$ cat config.mk
export PLATFORM = sky130hd
export DESIGN_NAME = delay_gate2_flat
export DESIGN_NICKNAME = d
export VERILOG_FILES = /design/src/rtl/delay_gate2_if.sv /design/src/rtl/delay_gate2.sv /design/src/flat_wrapper.sv
export SDC_FILE = /design/constraint.sdc
export NUM_CORES = 1
export LEC_CHECK = 0
export CAP_MARGIN = 20
export CORE_AREA = 2 2 39 41
export DETAILED_ROUTE_END_ITERATION = 7
export DIE_AREA = 0 0 41 43
export PLACE_DENSITY = 0.57
export SLEW_MARGIN = 10
export SYNTH_ARGS = -nofsm -noshare
export SYNTH_HDL_FRONTEND = slang
export SYNTH_SLANG_ARGS = --single-unit
export TNS_END_PERCENT = 100
$ cat constraint.sdc
create_clock -name clk -period 1.55 [get_ports clk]
set_input_delay 0.155 -clock clk [delete_from_list [all_inputs] [get_ports clk]]
set_output_delay 0.155 -clock clk [all_outputs]
set_load 0.005 [all_outputs]
$ cat src/rtl/delay_gate2_if.sv
// Gate-cell pin bundle: two sampled inputs, the delay-modelled output pair and
// the pending-transition flag.
interface delay_gate2_if;
  logic A;
  logic B;
  logic Z;
  logic ZN;
  logic busy;

  modport master (output A, B, input Z, ZN, busy);
  modport slave  (input A, B, output Z, ZN, busy);
endinterface

$ cat src/rtl/delay_gate2.sv
// Two-input AND2/NOR2/XOR2 cell with inertial rise/fall delay counted in clock
// edges; pulses shorter than the applicable delay never reach Z.
module delay_gate2 #(
  parameter int FUNC  = 0,
  parameter int Tpdlh = 1,
  parameter int Tpdhl = 1
) (
  input  logic         clk,
  input  logic         rst_n,
  delay_gate2_if.slave gate
);

  generate
    if (FUNC < 0 || FUNC > 2) begin : g_bad_func
      $error("delay_gate2: FUNC must be 0 (AND2), 1 (NOR2) or 2 (XOR2)");
    end
    if (Tpdlh < 1 || Tpdlh > 255) begin : g_bad_tpdlh
      $error("delay_gate2: Tpdlh must be in 1..255");
    end
    if (Tpdhl < 1 || Tpdhl > 255) begin : g_bad_tpdhl
      $error("delay_gate2: Tpdhl must be in 1..255");
    end
  endgenerate

  // Terminal counts are D-1: the toggle lands on the D-th consecutive edge.
  localparam logic [7:0] DLH_M1 = 8'(Tpdlh - 1);
  localparam logic [7:0] DHL_M1 = 8'(Tpdhl - 1);
  localparam logic       RST_Z  = (FUNC == 1);

  logic       f;
  logic       z_q, z_d;
  logic [7:0] cnt_q, cnt_d;
  logic [7:0] lim;

  always_comb begin
    f = 1'b0;
    case (FUNC)
      0:       f = gate.A & gate.B;
      1:       f = ~(gate.A | gate.B);
      default: f = gate.A ^ gate.B;
    endcase
  end

  // Any edge where f agrees with Z clears the count, which is what rejects
  // short pulses; the f == Z test wins even on the would-be terminal edge.
  always_comb begin
    z_d   = z_q;
    cnt_d = '0;
    lim   = f ? DLH_M1 : DHL_M1;
    if (f != z_q) begin
      if (cnt_q == lim) z_d   = f;
      else              cnt_d = cnt_q + 8'd1;
    end
  end

  always_ff @(posedge clk) begin
    if (!rst_n) begin
      z_q   <= RST_Z;
      cnt_q <= '0;
    end else begin
      z_q   <= z_d;
      cnt_q <= cnt_d;
    end
  end

  assign gate.Z    = z_q;
  assign gate.ZN   = ~z_q;
  // Held in reset nothing can be pending, so busy is masked while rst_n is low.
  assign gate.busy = rst_n & (f ^ z_q);

endmodule

$ cat src/flat_wrapper.sv
// flat-port wrapper written by rule: the top's interface ports become plain ports
module delay_gate2_flat 
#(
  parameter int FUNC  = 0,
  parameter int Tpdlh = 1,
  parameter int Tpdhl = 1
)
  (clk, rst_n, gate_A, gate_B, gate_Z, gate_ZN, gate_busy);
  delay_gate2_if gate_i ();
  input  logic clk;
  input  logic rst_n;
  input wire logic [$bits(gate_i.A)-1:0] gate_A;
  input wire logic [$bits(gate_i.B)-1:0] gate_B;
  output wire logic [$bits(gate_i.Z)-1:0] gate_Z;
  output wire logic [$bits(gate_i.ZN)-1:0] gate_ZN;
  output wire logic [$bits(gate_i.busy)-1:0] gate_busy;
  assign gate_i.A = gate_A;
  assign gate_i.B = gate_B;
  assign gate_Z = gate_i.Z;
  assign gate_ZN = gate_i.ZN;
  assign gate_busy = gate_i.busy;
  delay_gate2 #(.FUNC(FUNC), .Tpdlh(Tpdlh), .Tpdhl(Tpdhl)) u_core (.clk(clk), .rst_n(rst_n), .gate(gate_i));
endmodule
# Word level (Yosys, flattened, before mapping)
# Cells that the tools add are included.
[classes]
n_reduce_logical = 3
n_eq_ne = 1
add_sub_neg = 1
n_bitwise = 6
[op_table]
columns = ["operator", "count"]
rows = [
  ["8-bit by 1-bit adder with 8-bit output (second input constant)", 1],
  ["8-bit zero test", 1],
  ["1-bit inverter", 3],
  ["3-bit OR reduction", 1],
  ["1-bit bitwise AND", 2],
  ["2-bit AND reduction", 1],
  ["1-bit != test", 1],
  ["1-bit XOR", 1],
]
[totals]
wordCells = 13
register_bits = 9
input_bits = 4
output_inout_bits = 3

# Longest topological paths before layout
[logic_depth]
word_depth = 4
mapped_depth = 5
ltp_nobuf = 5

# Least setup slack after synthesis
# OpenSTA, ideal clock, no wires.
[synth_path]
path_type = "register to register"
from = "reg u_core.cnt_q[0]"
to = "reg u_core.z_q (netlist: u_core.gate.Z)"
path_stages_with_launch = 6
required_time_ns = 1.435
path_buffers = 0
path_slack_ns = 0.132
setup_ns = 0.115
period_less_slack_ns = 1.418
arrival_time_ns = 1.303
path_cell_list = "dfxtp_1 -> inv_1 -> ha_1 -> or4b_4 -> o21a_1 -> o21a_1"
[synth_between]
elab_chain_cells = 2
[synth_lines]
columns = ["item", "line_no", "text"]
rows = [
  ["from (decl)", "delay_gate2.sv:32", "logic [7:0] cnt_q, cnt_d;"],
  ["from (signal assigned)", "delay_gate2.sv:62", "cnt_q <= cnt_d;"],
  ["8-bit zero test", "delay_gate2.sv:51", "if (cnt_q == lim) z_d = f;"],
  ["2-bit AND reduction (no source line)", "n/a", ""],
  ["to (signal assigned)", "delay_gate2.sv:61", "z_q <= z_d;"],
  ["to (decl)", "delay_gate2.sv:31", "logic z_q, z_d;"],
]
# No other way between the ends.
# A chain may end at the register's enable or synchronous reset.

# Worst setup path in the final report
# Ends and elaborated chain as after synthesis.

==> flow_metrics.py <==
metrics = {
    "status": {
        "status": "finished, final reports clean",
    },
    "logic_synthesis": {
        "synthCells": 48,
        "synthTopCellsByArea": "dfxtp_1 (41%), ha_1 (5.7%), nor3_1 (5.7%), or3_1 (5.7%), a211oi_1 (5.2%)",
        "syn-num-nets": 54,
        "avgSynthCellArea_um2": 9.071,
        "synth_top_area_share_pct": 41.38,
        "yosys.area.top_type": "dfxtp_1",
        "synth_flop_cell": "dfxtp_1",
        "netlist_area_um2": 435.4,
        "synth_warnings": 0,
        "ys_types": 19,
        "yosysSeqAreaShare_pct": 41.38,
        "synth.ff_latch_count": 9,
        "synth_edf_count": 0,
        "synth.most_common_cell": "dfxtp_1",
        "postSynth.asyncResetShare_pct": 0,
        "synthTopCellsByCount": "dfxtp_1 (9), nor3_1 (5), inv_1 (4), or3_1 (4)",
    },
    "clocking": {
        "cts_tree": "built",
        "htreeDepth": 1,
        "clk-insertion-delay-late_ns": 0.26,
        "clockBufferDepth": 2,
        "clk_pin_slew_ns": 0.06,
        "cts_root_buf": "clkbuf_4",
        "cts_buffers": 3,
        "numClockSinks": 9,
    },
    "critical_path": {
        "ff2ff_path_depth": 5,
        "critical_path_peak_fanout": 4,
        "critPathMostFrequentCell": "o21a_1",
        "cp_slowest_cell": "or4b_4",
        "cp-end-kind": "register",
        "rr_startpoint": "u_core.cnt_q[0]",
        "cp_data_required_time_ns": 1.71,
        "crit_start": "u_core.cnt_q[0]",
        "worstPathCellList": "inv_1, ha_1, or4b_4, o21a_1, o21a_1",
        "worst_setup_path_start_kind": "register",
        "critical_path.max_stage_delay_ns": 0.49,
        "path_class": "register to register",
        "arrival_ns": 1.63,
    },
    "grt": {
        "grt_max_degree": 9,
        "grt.total_usage_pct": 12.90,
        "antenna_found_initial": 0,
        "grt_pass1_wl_um": 1421,
        "use_met1_pct": 16.29,
        "globalRoute.totalOverflow": 0,
        "grt_pass1_vias": 352,
        "grtUsageMet3_pct": 4.712,
        "use_met2_pct": 15.94,
        "gr-max-usage-layer": "met1",
    },
    "pwr": {
        "p_leak_nw": 0.2157,
        "p_per_area_mw_per_mm2": 769.6,
        "max-vdd-ir-drop_mv": 0.3583,
    },
    "sta": {
        "finalHoldViolations": 0,
        "fin_ws_ns": 0.07806,
        "worst_clock_skew_ns": 0.002101,
        "relSlewSlack_pct": 86.45,
        "clock.fmax_mhz": 679.4,
        "period_share_pct": 94.96,
        "tightest_slew_ns": 0.2026,
        "drv_slew": 0,
        "grt_setup_unrepaired": "no",
        "whs_ns": 0.4646,
        "setup_viol": 0,
        "min_period_ns": 1.472,
    },
    "hold_path": {
        "holdCritStartpoint": "gate_B",
        "hold_class": "input port to register",
        "hold_path_depth": 4,
    },
    "layout": {
        "layout-drive-gt1-share_pct": 19.35,
        "fin_nets": 69,
        "n_fill_cell": 159,
        "multi_input_area_um2": 247.7,
        "ff_latch_area_um2": 181.4,
        "final_cells": 78,
        "syn2layout_area_growth_pct": 32.47,
        "insertedDiodeCount": 0,
    },
    "die": {
        "fp.dieW_um": 41,
        "row_count": 14,
        "die_area_mm2": 0.001763,
        "initial_core_util_pct": 31.46,
        "die_y_um": 43,
        "core_area_mm2": 0.001384,
        "io_pins": 7,
    },
    "placed_design": {
        "hpwl_um": 625.5,
        "dp_slack_ns": -0.07104,
        "io_buffers": 6,
        "dp.cells": 73,
        "gp_congestion": 0.7454,
    },
    "drt": {
        "viasPerCell": 5.141,
        "vias": 401,
        "finalWirelength_um": 828,
        "drc": 0,
        "antenna_left": 0,
        "wire_per_inst_um": 10.62,
        "drt_iter0_markers": 14,
        "drt_pre_antenna_iters": 4,
    },
    "job": {
        "cap_viol_max_count": 0,
    },
}
[cells by family (layout without fill, tap and decap cells)]
kind of cell,count (synthesis),after routing,share of synthesized area [%]
flops,9,9,41.38
compound gates,10,10,14.94
xor+xnor,3,3,6.036
buf+inv,4,18,3.447
fa+ha+maj,2,2,5.746
simple gates,20,20,28.45
[sequential cells by signal, indices dropped and copies added, names as in the netlist]
signal / cells
u_core.cnt_q: 8
u_core.gate.Z: 1
[power breakdown]
part	total [mW]	switching, mW	leakage, nW	internal, mW
Sequential	0.233	0.000572	0.0730	0.232
Clock	0.182	0.0827	0.0150	0.0993
Combinational	0.0289	0.0121	0.128	0.0168
[path summary, 6_finish.rpt]
path,endpoint,slack [ns]
min,u_core.gate.Z,0.46
max reg2reg,u_core.gate.Z,0.08
min reg2reg,u_core.cnt_q[0],0.48
max,u_core.gate.Z,0.08
[per-stage QoR]
stage	cell area [µm²]	setup TNS [ns]	total power [mW]	utilization [%]
final	576.8	0	0.4439	41.68
after global routing	576.8	0	0.4665	41.68
after CTS	576.8	0	0.4521	41.68
after detailed placement	538.0	-0.07104	0.2667	38.88
after global placement	538.0	-0.06477	0.2669	38.88
after floorplan	435.4	0	0.2468	-
[critical path, delay by kind of cell (launching register included)]
family	cells	cell delay, ns
AOI/OAI and AO/OA	2	0.35
and+or+nand+nor	1	0.49
buffers and inverters	1	0.06
adders and majority gates	1	0.14
DFF	1	0.33
[layer usage]
metal / routed length (µm) / vias up
met5: 0 / -
met4: 36 / 0
met3: 57 / 5
met2: 353 / 12
met1: 381 / 180
li1: - / 204
[layout by cell type (no fill, tap or decap), drive strengths merged, types with 2 or more instances in the layout]
master	n
dfxtp	9
ha	2
o21a	2
nor3	5
xor2	2
o21ai	4
clkbuf	4
nand3	3
inv	4
buf	4
a211oi	3
dlygate4sd2	3
nand2	3
or3	4
clkdlybuf4s50	3
[timing repair]
action / in CTS / in global routing
hold buffers: 0 / 0
setup endpoints to repair: 1 / 0
buffers inserted: 1 / 0
gates resized for setup: 7 / 0
[area by class of cell]
type | count | share of cell area [%]
inverters | 4 | 2.603
flip-flops and latches | 9 | 31.45
multi-input cells | 35 | 42.95
clock buffers | 4 | 4.555
well taps | 16 | 3.471
repair buffers | 10 | 14.97
Note: power is estimated with default switching activity, not from simulation.
